File: config.mk
export PLATFORM = sky130hd
export DESIGN_NAME = gen_arb_wrr
export DESIGN_NICKNAME = d
export VERILOG_FILES = /design/src/rtl/gen_arb_wrr.sv
export SDC_FILE = /design/constraint.sdc
export NUM_CORES = 1
export LEC_CHECK = 0
export BUFFER_PORTS_ARGS = -buffer_cell sky130_fd_sc_hd__buf_4
export CORE_MARGIN = 5
export CORE_UTILIZATION = 30
export CTS_CLUSTER_DIAMETER = 40
export DETAILED_ROUTE_END_ITERATION = 16
export HOLD_SLACK_MARGIN = 0.02
export PLACE_DENSITY = 0.6
export SLEW_MARGIN = 25
export SYNTH_ARGS = -nofsm -noshare
export SYNTH_HDL_FRONTEND = slang
export SYNTH_SLANG_ARGS = --single-unit
File: constraint.sdc
create_clock -name clk -period 4.1 [get_ports clk]
set_clock_uncertainty 0.05 [all_clocks]
set_input_delay 0.82 -clock clk [delete_from_list [all_inputs] [get_ports clk]]
set_output_delay 0.82 -clock clk [all_outputs]
set_load 0.02 [all_outputs]
File: src/rtl/gen_arb_wrr.sv
// gen_arb_wrr: weighted round-robin arbiter; a winner keeps the grant for wgt+1 accepted beats
//   clk, rst_n (sync, active-low)
//   rqsts    : request vector, bit i = requester i
//   wgts     : per-requester weight fields, wgts[i*WGT_W +: WGT_W]
//   ack      : downstream accepted the current grant
//   grnts    : one-hot grant (combinational), grnt_vld = |rqsts, grnt_idx = binary index
//   locked   : an owner still holds extra grant credit
module gen_arb_wrr #(
  parameter int WID = 16,
  parameter int WGT_W = 4,
  localparam int IDX_W = $clog2(WID)
) (
  input  logic                 clk,
  input  logic                 rst_n,
  input  logic [WID-1:0]       rqsts,
  input  logic [WID*WGT_W-1:0] wgts,
  input  logic                 ack,
  output logic [WID-1:0]       grnts,
  output logic                 grnt_vld,
  output logic [IDX_W-1:0]     grnt_idx,
  output logic                 locked
);
  logic [WID-1:0] mask_q, mask_d, m_req, cand;
  logic [IDX_W-1:0] owner_q, owner_d;
  logic [WGT_W-1:0] cnt_q, cnt_d, wgt;
  logic lock_vld_q, lock_vld_d, lock_hit, acc;
  always_comb begin
    lock_hit = lock_vld_q && rqsts[owner_q];
    m_req = rqsts & mask_q;
    cand = lock_hit ? (WID'(1) << owner_q) : (|m_req ? m_req : rqsts);
    // isolate the lowest set bit
    grnts = cand & (~cand + WID'(1));
    grnt_idx = '0;
    for (int i = 0; i < WID; i++) grnt_idx = grnts[i] ? IDX_W'(i) : grnt_idx;
    grnt_vld = |rqsts;
    wgt = wgts[grnt_idx*WGT_W +: WGT_W];
    acc = ack && grnt_vld;
    // bits strictly above the winner; all-zero when the winner is the top index
    mask_d = acc && !lock_hit ? ~(grnts - WID'(1)) & ~grnts : mask_q;
    owner_d = acc && !lock_hit ? grnt_idx : owner_q;
    cnt_d = acc ? (lock_hit ? cnt_q - WGT_W'(1) : wgt) : (lock_hit || !lock_vld_q ? cnt_q : '0);
    // without an accepted beat the lock survives only while the owner keeps requesting
    lock_vld_d = acc ? (lock_hit ? cnt_q != WGT_W'(1) : wgt != '0) : lock_hit;
  end
  always_ff @(posedge clk) begin
    if (!rst_n) begin
      mask_q <= '0;
      owner_q <= '0;
      cnt_q <= '0;
      lock_vld_q <= 1'b0;
    end else begin
      mask_q <= mask_d;
      owner_q <= owner_d;
      cnt_q <= cnt_d;
      lock_vld_q <= lock_vld_d;
    end
  end
  assign locked = lock_vld_q;
endmodule

==> reports/qor.csv <==
metric,value,unit
outcome,finished with violations,
failing checks,negative setup slack,
sequential share of the synthesized area,0.167,
post-synthesis cell count,391,
maximum VDD drop,895,uV
"EDFF count, synth",0,
largest family of logic cells by synthesized area,compound AO/OA/AOI/OAI gates,
CTS Sinks,24,
chip height,108,um
Synth Area in Compound Gates,0.331,
FMAX,243,MHz
post-synth top area share,0.167,
Netlist cell types,61,
final RePlAce weighted congestion,0.939,
CTS tree,built,
Critical Path End Type,output pin,
Final Max Tran Viols,0,
maxcap violations,0,
register bit total from synthesis,24,
Routed WL per cell,19.1,um
post-synthesis mux area share,0.122,
ANT nets after route,0,
pre-CTS setup slack,-0.505,ns
fraction of layout cells with a size suffix above 1,0.545,
Final setup viols,2,
vias in the first global route,4163,
Post-synth top cells,"nand2_1, mux2i_1, nor2_1",
crit path max fanout,22,
final core occ,0.586,
Layout Nets,691,
final hold vios,0,
mapped cell area,2880,sq um
Worst-Margin Slew,0.568,ns
Final min period,4.11,ns
Async SR Flop Fraction,0,
Critical Path RT,3.23,ns
post-detail-place hpwl,11000,um
drt pass-1 iters,8,
cell accounting for the most synthesized area,dfxtp_1,
RSZ-0062 raised after global routing,true,
CTS root buffer,clkbuf_8,
H-tree depth,1,
initial antenna violation count,0,
Hold WS,0.441,ns
drt via density,5.57,
PD cells,1060,nW/um^2
Initial Utilization,0.310,
routed wire length,14000,um
Core Region,9280,sq um
Clock Latency Late Sink,0.29,ns
relative slew slack,0.621,
GRT Residual Overflow,0,
# port buffers,104,
# DRC,0,
type of the worst min-delay path,register to register,
CP arrival,3.24,ns
worst-case clock buffer depth,2,
Via Count,4087,
Worst Slack Setup Final,-0.00895,ns
area grow syn2layout,89.0,%
most common cell in the netlist,nand2_1,
Initial DRC Count,313,
largest net degree at the start of global routing,28,
Tot GR Track Use,0.225,
Synth Area in XOR/XNOR,0,
Post-Synth Simple-Gate Area,0.309,
Post-Synth Adder-Cell Area,0.00869,
CP Class,input pin to output pin,
Critical Path Start Type,input pin,
Ports,105,
yosys warns,0,
clock slew seen by the registers of the worst setup and hold paths,0.10,ns
CTS buffer count,3,
width of the die,108,um
FF-to-FF setup slack,0.13,ns
Mean Syn Cell Area,7.37,sq um
first-pass GRT wire length,20800,um
Synth area leaders,"dfxtp_1, mux2i_1, nand2_1, a211oi_1, nor2_1",
die area,11700,sq um
# diodes,0,
final period utilization,1.00,
cell leakage power,2.46,nW
most common flop cell mapped by yosys,dfxtp_1,
syn_nets,476,
FP Rows,35,
[final timing paths]
| path | startpoint | end | cells after the start |
|---|---|---|---|
| worst max-delay path | rqsts[15] | grnt_idx[0] | 11 |
| worst min-delay path | cnt_q[1]$_SDFFE_PN0P_ | cnt_q[1]$_SDFFE_PN0P_ | 2 |
| worst max register to register | owner_q[1]$_SDFFE_PN0P_ | locked$_SDFF_PN0_ | 17 |
| worst min register to register | cnt_q[1]$_SDFFE_PN0P_ | cnt_q[1]$_SDFFE_PN0P_ | 2 |
[worst max-delay path: stages]
cell and delay (ns):
buf_8 0.10, a22oi_2 0.27, buf_4 0.17, nand3_2 0.09, o41ai_4 0.47, nor4_4 0.08, a31o_2 0.27, or2_4 0.24
a2111o_1 0.38, buf_12 0.18, buf_6 0.14
[final cells by class]
class | instances | area [sq um]
fill | 867 | 3840
clock buffer | 3 | 41.3
timing repair buffer | 239 | 1940
sequential | 24 | 482
clock inverter | 1 | 30.0
inverter | 9 | 33.8
tap | 129 | 161
multi-input combinational | 329 | 2750
[routing by layer]
metal  vias to the layer above  share of wire  track usage
met4                         0          0.028       0.0938
met1                      1896           0.39        0.262
li1                       1953              -            -
met2                       211           0.50        0.398
met3                        27          0.081       0.0472
met5                         -              0            0
[timing repair]
action | CTS | global route
pin swaps | 7 | 32
setup endpoints to repair | 9 | 13
hold buffers | 0 | 0
buffers inserted | 6 | 13
gates cloned | 0 | 2
endpoints found under the hold margin | 0 | 0
resized for setup | 15 | 77
[report_power, final]
group          leakage, nW  internal, mW  switching [mW]
clock               0.0357         0.131          0.0950
combinational         2.23          2.63            2.49
sequential           0.199         0.320           0.104
total                 2.46          3.09            2.68
[state kept, by name, summed over array words and instances (netlist names)]
register and count:
cnt_q 4, mask_q 15, owner_q 4, locked 1
[stage by stage]
| step | power, mW | cell area [sq um] | cells | TNS (ns) |
|---|---|---|---|---|
| global placement | 4.36 | 4730 | 712 | -2.35 |
| floorplan | 2.84 | 3060 | 391 | -0.0482 |
| detailed placement | 4.40 | 4730 | 712 | -2.42 |
| global route | 6.12 | 5440 | 734 | -0.633 |
| CTS | 4.77 | 4910 | 722 | -0.118 |
| finish | 5.77 | 5440 | 734 | -0.0137 |
[logic make-up (layout without fill, tap and decap cells)]
kind of cell | Yosys count | after routing
DFF | 24 | 24
muxes | 35 | 35
and+or+nand+nor | 171 | 171
AOI/OAI and AO/OA | 121 | 121
adders and majority gates | 2 | 2
buffers and inverters | 38 | 252
[cell usage in the layout (no fill, tap or decap), types with 9 or more instances in the layout]
master    synthesis  final
buf_4             0    219
mux2i_1          35     34
nand2_1          39     30
nor2_1           31     28
dfxtp_1          24     23
o21ai_0          17     16
nand3_1          21     12
a211oi_1         18     12
and3_1           15     12
buf_6             3     11
a21oi_1          11     10
nor3_1            9      9
inv_1             9      9
(Power assumes the default switching activity.)
